## config.mk

```make
export PLATFORM = sky130hd
export DESIGN_NAME = cond_flag_unit_flat
export DESIGN_NICKNAME = d
export VERILOG_FILES = /design/src/rtl/cond_flag_unit_if.sv /design/src/rtl/cond_flag_unit.sv /design/src/flat_wrapper.sv
export SDC_FILE = /design/constraint.sdc
export NUM_CORES = 1
export LEC_CHECK = 0
export BUFFER_PORTS_ARGS = -buffer_cell sky130_fd_sc_hd__buf_2
export CAP_MARGIN = 10
export CELL_PAD_IN_SITES_DETAIL_PLACEMENT = 0
export CELL_PAD_IN_SITES_GLOBAL_PLACEMENT = 2
export CORE_MARGIN = 1.5
export CORE_UTILIZATION = 22
export CTS_CLUSTER_SIZE = 16
export DETAILED_ROUTE_END_ITERATION = 12
export GPL_TIMING_DRIVEN = 1
export HOLD_SLACK_MARGIN = 0.15
export PLACE_DENSITY = 0.75
export SYNTH_ARGS = -nofsm -noshare
export SYNTH_HDL_FRONTEND = slang
export SYNTH_SLANG_ARGS = --single-unit
```

## constraint.sdc

```tcl
create_clock -name clk -period 1.1 [get_ports clk]
set_input_delay 0.11 -clock clk [delete_from_list [all_inputs] [get_ports clk]]
set_output_delay 0.11 -clock clk [all_outputs]
set_load 0.005 [all_outputs]
```

## src/rtl/cond_flag_unit_if.sv

```systemverilog
// Condition-check request/response handshake between the issue stage and cond_flag_unit.
// The master issues condition fields and consumes pass/fail results; the slave evaluates them.
interface cond_flag_unit_if;
  logic       cond_valid;
  logic [3:0] cond;
  logic       cond_ready;
  logic       pass_valid;
  logic       pass;
  logic       pass_ready;

  modport master (
    output cond_valid, cond, pass_ready,
    input  cond_ready, pass_valid, pass
  );

  modport slave (
    input  cond_valid, cond, pass_ready,
    output cond_ready, pass_valid, pass
  );
endinterface

```

## src/rtl/cond_flag_unit.sv

```systemverilog
// NZCV status register plus ARM condition evaluation with a one-slot registered result.
// Optional macro COND_FWD_EN: evaluate on same-cycle flag writes instead of interlocking.
//
// state | meaning
// EMPTY | no result held; a request can always be accepted
// FULL  | result held on pass/pass_valid until downstream consumes it
module cond_flag_unit (
  input  logic             clk,
  input  logic             reset_n,
  input  logic             flag_we,
  input  logic [3:0]       alu_op,
  input  logic             nf_in,
  input  logic             zf_in,
  input  logic             cf_in,
  input  logic             vf_in,
  input  logic             shift_cout,
  cond_flag_unit_if.slave  hs,
  output logic [3:0]       flags
);

  typedef enum logic {EMPTY, FULL} slot_t;

  slot_t      state;
  logic       arith_op;
  logic [3:0] next_flags;
  logic [3:0] eval_flags;
  logic       interlock;
  logic       accept;
  logic       eval_pass;
  logic       n, z, c, v;

  // SUB..RSC are 0010-0111, CMP/CMN are 1010/1011
  always_comb begin
    arith_op = 1'b0;
    case (alu_op[3:1])
      3'b001, 3'b010, 3'b011, 3'b101: arith_op = 1'b1;
      default:                         arith_op = 1'b0;
    endcase
  end

  assign next_flags = arith_op ? {nf_in, zf_in, cf_in, vf_in}
                               : {nf_in, zf_in, shift_cout, flags[0]};

  always_ff @(posedge clk or negedge reset_n) begin
    if (!reset_n)
      flags <= 4'b0000;
    else if (flag_we)
      flags <= next_flags;
  end

`ifdef COND_FWD_EN
  assign eval_flags = flag_we ? next_flags : flags;
  assign interlock  = 1'b0;
`else
  // Holding off requests during a flag write keeps evaluation on registered flags only.
  assign eval_flags = flags;
  assign interlock  = flag_we;
`endif

  assign hs.cond_ready = ((state == EMPTY) || hs.pass_ready) && !interlock;
  assign accept        = hs.cond_valid && hs.cond_ready;
  assign {n, z, c, v}  = eval_flags;

  always_comb begin
    eval_pass = 1'b0;
    case (hs.cond)
      4'b0000: eval_pass = z;
      4'b0001: eval_pass = !z;
      4'b0010: eval_pass = c;
      4'b0011: eval_pass = !c;
      4'b0100: eval_pass = n;
      4'b0101: eval_pass = !n;
      4'b0110: eval_pass = v;
      4'b0111: eval_pass = !v;
      4'b1000: eval_pass = c && !z;
      4'b1001: eval_pass = !c || z;
      4'b1010: eval_pass = (n == v);
      4'b1011: eval_pass = (n != v);
      4'b1100: eval_pass = !z && (n == v);
      4'b1101: eval_pass = z || (n != v);
      4'b1110: eval_pass = 1'b1;
      default: eval_pass = 1'b0;
    endcase
  end

  always_ff @(posedge clk or negedge reset_n) begin
    if (!reset_n) begin
      state         <= EMPTY;
      hs.pass_valid <= 1'b0;
      hs.pass       <= 1'b0;
    end else begin
      case (state)
        EMPTY: begin
          if (accept) begin
            state         <= FULL;
            hs.pass_valid <= 1'b1;
            hs.pass       <= eval_pass;
          end
        end
        FULL: begin
          // accept here implies pass_ready, so the slot reloads in place
          if (accept) begin
            hs.pass <= eval_pass;
          end else if (hs.pass_ready) begin
            state         <= EMPTY;
            hs.pass_valid <= 1'b0;
          end
        end
        default: begin
          state         <= EMPTY;
          hs.pass_valid <= 1'b0;
        end
      endcase
    end
  end

endmodule

```

## src/flat_wrapper.sv

```systemverilog
// flat-port wrapper written by rule: the top's interface ports become plain ports
module cond_flag_unit_flat 
  (clk, reset_n, flag_we, alu_op, nf_in, zf_in, cf_in, vf_in, shift_cout, flags, hs_cond_valid, hs_cond, hs_pass_ready, hs_cond_ready, hs_pass_valid, hs_pass);
  cond_flag_unit_if hs_i ();
  input  logic clk;
  input  logic reset_n;
  input  logic flag_we;
  input  logic [3:0] alu_op;
  input  logic nf_in;
  input  logic zf_in;
  input  logic cf_in;
  input  logic vf_in;
  input  logic shift_cout;
  output logic [3:0] flags;
  input wire logic [$bits(hs_i.cond_valid)-1:0] hs_cond_valid;
  input wire logic [$bits(hs_i.cond)-1:0] hs_cond;
  input wire logic [$bits(hs_i.pass_ready)-1:0] hs_pass_ready;
  output wire logic [$bits(hs_i.cond_ready)-1:0] hs_cond_ready;
  output wire logic [$bits(hs_i.pass_valid)-1:0] hs_pass_valid;
  output wire logic [$bits(hs_i.pass)-1:0] hs_pass;
  assign hs_i.cond_valid = hs_cond_valid;
  assign hs_i.cond = hs_cond;
  assign hs_i.pass_ready = hs_pass_ready;
  assign hs_cond_ready = hs_i.cond_ready;
  assign hs_pass_valid = hs_i.pass_valid;
  assign hs_pass = hs_i.pass;
  cond_flag_unit u_core (.clk(clk), .reset_n(reset_n), .flag_we(flag_we), .alu_op(alu_op), .nf_in(nf_in), .zf_in(zf_in), .cf_in(cf_in), .vf_in(vf_in), .shift_cout(shift_cout), .hs(hs_i), .flags(flags));
endmodule
```

==> results of run 1 <==
==> state kept, by name, indices dropped and copies added, names as in the netlist <==
name                  cells
u_core.flags              4
u_core.state              1
u_core.hs.pass            1
u_core.hs.pass_valid      1
==> metal layers <==
| metal | routed length (um) | vias to the layer above |
|---|---|---|
| met5 | 0 | - |
| met4 | 0 | 0 |
| met3 | 75 | 0 |
| met2 | 568 | 18 |
| met1 | 574 | 223 |
| li1 | - | 264 |
==> area by class of cell <==
| cell class | instances | area [sq um] | area share [%] |
|---|---|---|---|
| flip-flops and latches | 7 | 175.2 | 21.67 |
| multi-input cells | 41 | 320.3 | 39.63 |
| well taps | 28 | 35.03 | 4.334 |
| repair buffers | 38 | 247.7 | 30.65 |
| inverters | 1 | 3.754 | 0.4644 |
| clock buffers | 4 | 26.28 | 3.251 |
==> critical path, stage by stage (launching register included) <==
cell	delay (ns)
dfrtp_1	0.42
xor2_1	0.16
a21oi_1	0.18
nor3_2	0.06
nor4b_2	0.21
a31oi_1	0.10
==> metrics by stage <==
stage / hold WS, ns / cells / utilization [%] / TNS, ns / instance area [sq um]
detailed placement: -0.04340 / 110 / 32.78 / -0.2758 / 718.2
CTS: 0.1502 / 118 / 36.09 / -0.1693 / 790.8
finish: 0.1738 / 119 / 36.89 / -0.1542 / 808.3
floorplan: -0.1856 / 50 / - / -0.09690 / 504.2
global placement: -0.04586 / 110 / 32.78 / -0.1789 / 718.2
global route: 0.1883 / 119 / 36.89 / -0.2787 / 808.3
==> cell families after synthesis <==
family | Yosys count | synth area share, %
AND/OR/NAND/NOR | 19 | 26.06
AO/OA/AOI/OAI | 12 | 15.14
flip-flops | 7 | 34.74
multiplexers | 6 | 12.65
XOR/XNOR | 4 | 8.439
buffers and inverters | 2 | 2.977
==> power groups by stage <==
stage | clock (mW) | combinational [mW] | sequential, mW
global route | 0.255 | 0.349 | 0.338
floorplan | 0 | 0.129 | 0.341
CTS | 0.245 | 0.306 | 0.331
finish | 0.232 | 0.311 | 0.332
detailed placement | 0 | 0.290 | 0.335
global placement | 0 | 0.286 | 0.334
==> cell usage in the layout, fill, tap and decap left out, types with 3 or more instances in the layout <==
cell	Yosys	final
clkbuf_4	0	3
a21oi_1	3	3
mux2i_1	3	3
buf_2	0	22
dlygate4sd3_1	0	4
nor3b_1	3	3
buf_4	0	10
dfrtp_1	7	7
==> timing repair <==
| item | CTS | global route |
|---|---|---|
| pin swaps | 3 | 3 |
| endpoints found under the hold margin | 10 | 0 |
| setup buffers | 0 | 1 |
| hold buffers | 4 | 0 |
| gates resized for setup | 3 | 4 |
| setup endpoints to repair | 2 | 2 |
==> path summary, 6_finish.rpt <==
check	to	slack (ns)	start
min in group asynchronous	u_core.hs.pass	0.22	reset_n
min	u_core.state	0.17	hs_pass_ready
max	u_core.hs.pass	-0.15	u_core.flags[3]
min reg2reg	u_core.hs.pass_valid	0.56	u_core.hs.pass_valid
max in group asynchronous	u_core.flags[3]	0.73	reset_n
max reg2reg	u_core.hs.pass	-0.15	u_core.flags[3]
==> metrics.md, run 1 <==
| Metric | Value |
|---|---|
| Post-synth cell types | 30 |
| Worst-skew pair later-pin latency | 0.25 ns |
| CP Max Fanout | 4 |
| Clk buf depth | 2 |
| Vias in the first global route | slightly below 500 |
| Final worst slack | -0.1542 ns |
| P_sw | approximately 0.25 mW |
| Max_cap viols | 0 |
| WL/cell | roughly 10 um |
| Synth Area per Inst | 10.08 sq um |
| R2r worst-path depth | 5 |
| Class of the worst hold path | in -> reg |
| Initial DRC count | 6 |
| Clock network fraction of design power | 26.5% |
| Commonest cells post-synth | dfrtp_1, a21oi_1, mux2i_1, nor3b_1 |
| N_diodes | 0 |
| Clk sink count | 7 |
| Pre-antenna DRT Iters | 4 |
| GRT Max-Usage Layer | met2 |
| Syn Inst Count | 50 |
| CTS Buf Count | 3 |
| Main synth FF type | dfrtp_1 |
| Setup violations, final | 1 |
| Die width | about 51 um |
| Initial antenna violation count | 0 |
| Clk slew on worst S/H paths | 0.05 ns |
| ANT nets after route | 0 |
| Critical path class | reg -> reg |
| Largest net degree at the start of global routing | 9 |
| Lkg Pwr | ~0.38 nW |
| Leading post-synthesis cells by cell area | dfrtp_1, mux2i_1, mux2_2 |
| Starting Density | 23.02% |
| Ys Warns | 0 |
| Met2 Use GR | 16.45% |
| Worst Path Arrival | roughly 1.4 ns |
| CTS tree | done |
| Fin crit share | 114.0% |
| PortBufs | 23 |
| Final GP Congestion | 0.8371 |
| Dpl ws | -0.1620 ns |
| First-pass GRT wire length | between 2 and 2.5 mm |
| CP Capture Type | flip-flop |
| Synth top area share | 34.74% |
| Max VDD drop | 461.8 uV |
| GRT overflow | 0 |
| P&R area growth vs syn | 60.30% |
| RSZ-0062 raised after global routing | yes |
| Via count | 505 |
| Final Hold Fails | 0 |
| Switching Fraction | roughly 30% |
| Sequential power share | 38.0% |
| # rows | 17 |
| Die area | 2588 sq um |
| Failing checks | negative setup slack |
| Routed wire length | around 1.2 mm |
| Clk root buf | clkbuf_4 |
| Count leader, synth | dfrtp_1 |
| Hold Path Depth | 3 |
| GR Layer Usage met3 | between 1.5 and 2% |
| Sequential area share after synthesis | 34.74% |
| Internal power | 0.6197 mW |
| Drc violations | 0 |
| Synth Net Count | 68 |
| Max-slew violation count | 0 |
| Pwr Total | 0.8745 mW |
| Slew HR | between 80% and 90% |
| Detailed-placement wirelength estimate | 989.7 um |
| Worst slew pin tran | 0.2659 ns |
| CP Launch Type | flip-flop |
| Die height | 50.88 um |
| I/O Pins | 25 |
| Status | finished with violations |
| Fin crit period | 1.254 ns |
| Yosys reg bits | 7 |
| H-tree depth | 1 |
| GRT Resource Usage Total | 10.57% |
| Req. time, crit path | 1.22 ns |
| Share of cells above drive strength 1 | 53.85% |
| Mapped Area | 504.2 sq um |
| Fillers | 226 |
| Synth async-reset ratio | 100.0% |
| Post-Route Skew | roughly 0.0023 ns |
| Core ar. | 2191 sq um |
| Highest clock rate | about 0.8 GHz |
| Via/cell ratio | 4.244 |
| M1 GR Usage | 13.53% |
| Comb pwr share | between 30 and 40% |
| Post-synth EDFFs | 0 |
| Yosys top cell by area | dfrtp_1 |
| # nets final | 110 |
| Power density over the cells | 1082 nW/um^2 |
(Power assumes the default switching activity.)
==> inputs of run 2 (changes only) <==
CELL_PAD_IN_SITES_DETAIL_PLACEMENT = 1   (was 0)
==> run 2 against run 1 <==
Sequential power barely moved. Highest routed layer is now met4. Critical path depth did not move. Clock power rose by 3%. Largest power group unchanged. Cell area rose by 2.3%. The flow still finishes with violations (negative setup slack). Worst setup slack improved by 0.036 ns. Total power rose by 2.8%. Cell count rose by 0.84%.
==> metrics.md, run 2 (synthesis gave the netlist of run 1 again) <==
| Metric | Value |
|---|---|
| RSZ-0062 raised after global routing | yes |
| CTS tree | done |
| Die width | 50.88 um |
| Power density over the cells | ~1100 nW/um^2 |
| Slowest cell on crit path | dfrtp_1 |
| # rows | 17 |
| Fin crit period | 1.219 ns |
| Pwr Total | roughly 0.90 mW |
| # nets final | around 110 |
| Share of cells above drive strength 1 | 56.52% |
| First-pass GRT wire length | 2.297 mm |
| Placed insts | 110 |
| Max VDD drop | 557.8 uV |
| Worst R2R End | u_core.hs.pass |
| P_sw | 0.2719 mW |
| Most frequent cells in the layout | buf_2, buf_4, dfrtp_1 |
| GRT overflow | 0 |
| CP max stage delay | 0.41 ns |
| Hold_sp | hs_pass_ready |
| Class of the worst hold path | in -> reg |
| Clk root buf | clkbuf_4 |
| R2r worst-path depth | 5 |
| Die area | 2588 sq um |
| Final Cell Area | 827.0 sq um |
| Starting Density | a little under a quarter |
| Clock network fraction of design power | 26.7% |
| ANT nets after route | 0 |
| Worst path top cell family by delay | flip-flops |
| Min Hold Slack | 0.1691 ns |
| Max FFs per register | 4 |
| Pre-antenna DRT Iters | 4 |
| Switching Fraction | 30.25% |
| CP Capture Type | flip-flop |
| Routed wire length | 1.354 mm |
| Via count | 540 |
| Post-Route Skew | 0.001079 ns |
| Highest clock rate | approximately 0.8 GHz |
| Clk slew on worst S/H paths | 0.05 ns |
| Fillers | 275 |
| N_diodes | 0 |
| Slew HR | 82.72% |
| Worst-skew pair later-pin latency | 0.26 ns |
| Req. time, crit path | around 1.2 ns |
| Final worst slack | -0.1186 ns |
| Dpl ws | -0.1457 ns |
| Most common cell after layout, fill and taps aside | buf_2 |
| Initial DRC count | 11 |
| Max-slew violation count | 0 |
| Comb pwr share | 36.5% |
| Initial antenna violation count | 0 |
| Hold Path Depth | 3 |
| I/O Pins | 25 |
| WP buf/inv | 0 |
| Lkg Pwr | 0.3821 nW |
| WL/cell | 11.28 um |
| R2R setup slack | -0.12 ns |
| CP Max Fanout | 2 |
| Critical path origin | u_core.flags[1] |
| H-tree depth | 1 |
| Worst path cell trace | xor2_2 -> a21oi_2 -> nor3_1 -> nor4b_2 -> a31oi_1 |
| Placed Area | 718.2 sq um |
| Post-Layout Cell Count | 120 |
| Via/cell ratio | around 4.5 |
| P&R area growth vs syn | 64.02% |
| Vias in the first global route | 565 |
| Critical path class | reg -> reg |
| Worst Path Arrival | roughly 1.4 ns |
| Setup_tns | -0.1186 ns |
| Max_cap viols | 0 |
| Die height | 50.88 um |
| CTS Buf Count | 3 |
| Setup violations, final | 1 |
| Reg-to-Reg Start | u_core.flags[1] |
| Fin crit share | 110.8% |
| Hold Crit Endpoint | u_core.state |
| Largest net degree at the start of global routing | 9 |
| Core ar. | 2191 sq um |
| Clk buf depth | 2 |
| Top reg by flops | u_core.flags |
| Worst slew pin tran | 0.2573 ns |
| Final core utilization | 37.75% |
| Status | finished with violations |
| GRT Resource Usage Total | 12.00% |
| Sequential power share | 36.8% |
| Final Hold Fails | 0 |
| Internal power | roughly 0.63 mW |
| Drc violations | 0 |
| Clk sink count | 7 |
| PortBufs | 23 |
| CP Launch Type | flip-flop |
| Failing checks | negative setup slack |
| Final GP Congestion | 0.8371 |
| Detailed-placement wirelength estimate | approximately 1.1 mm |
## run 2: worst max-delay path by stage
stage                          end  slack (ns)  depth (start not counted)
CTS                 u_core.hs.pass       -0.15                          5
detailed placement  u_core.hs.pass       -0.15                          5
global route        u_core.hs.pass       -0.21                          5
finish              u_core.hs.pass       -0.12                          5
floorplan           u_core.hs.pass        -0.1                          5
global placement    u_core.hs.pass       -0.12                          5
## run 2: layer usage
metal | part of all wire [%] | wire length, um | GRT usage, % | vias up
met2 | 47 | 637 | 19.96 | 23
met1 | 44 | 598 | 14.29 | 249
li1 | - | - | - | 265
met4 | 2.1 | 28 | 8.108 | 0
met5 | 0 | 0 | 0 | -
met3 | 6.6 | 90 | 1.754 | 3
## run 2: repair_timing
item / in CTS / in global routing
setup endpoints to repair: 2 / 2
hold buffers: 4 / 0
buffers inserted: 1 / 1
endpoints found under the hold margin: 10 / 0
resized for setup: 5 / 5
pin swaps: 4 / 3
## run 2: layout make-up
| class | count | area, sq um | share of cell area (%) |
|---|---|---|---|
| flip-flops and latches | 7 | 175.2 | 21.18 |
| repair buffers | 39 | 259.0 | 31.32 |
| well taps | 28 | 35.03 | 4.236 |
| clock buffers | 4 | 26.28 | 3.177 |
| multi-input cells | 41 | 327.8 | 39.64 |
| inverters | 1 | 3.754 | 0.4539 |
## run 2: worst register-to-register path: cells and delay by family, from the launching register on
family,cells,cell delay [ns]
AOI/OAI and AO/OA,2,0.22
xor gates and xnor gates,1,0.16
DFF,1,0.41
and+or+nand+nor,2,0.31
## run 2: power groups by stage
stage | clock network [mW] | registers (mW) | logic, mW
6_report | 0.240 | 0.331 | 0.328
5_1_grt | 0.267 | 0.339 | 0.364
4_1_cts | 0.254 | 0.332 | 0.316
3_5_place_dp | 0 | 0.335 | 0.294
3_3_place_gp | 0 | 0.334 | 0.286
2_1_floorplan | 0 | 0.341 | 0.129
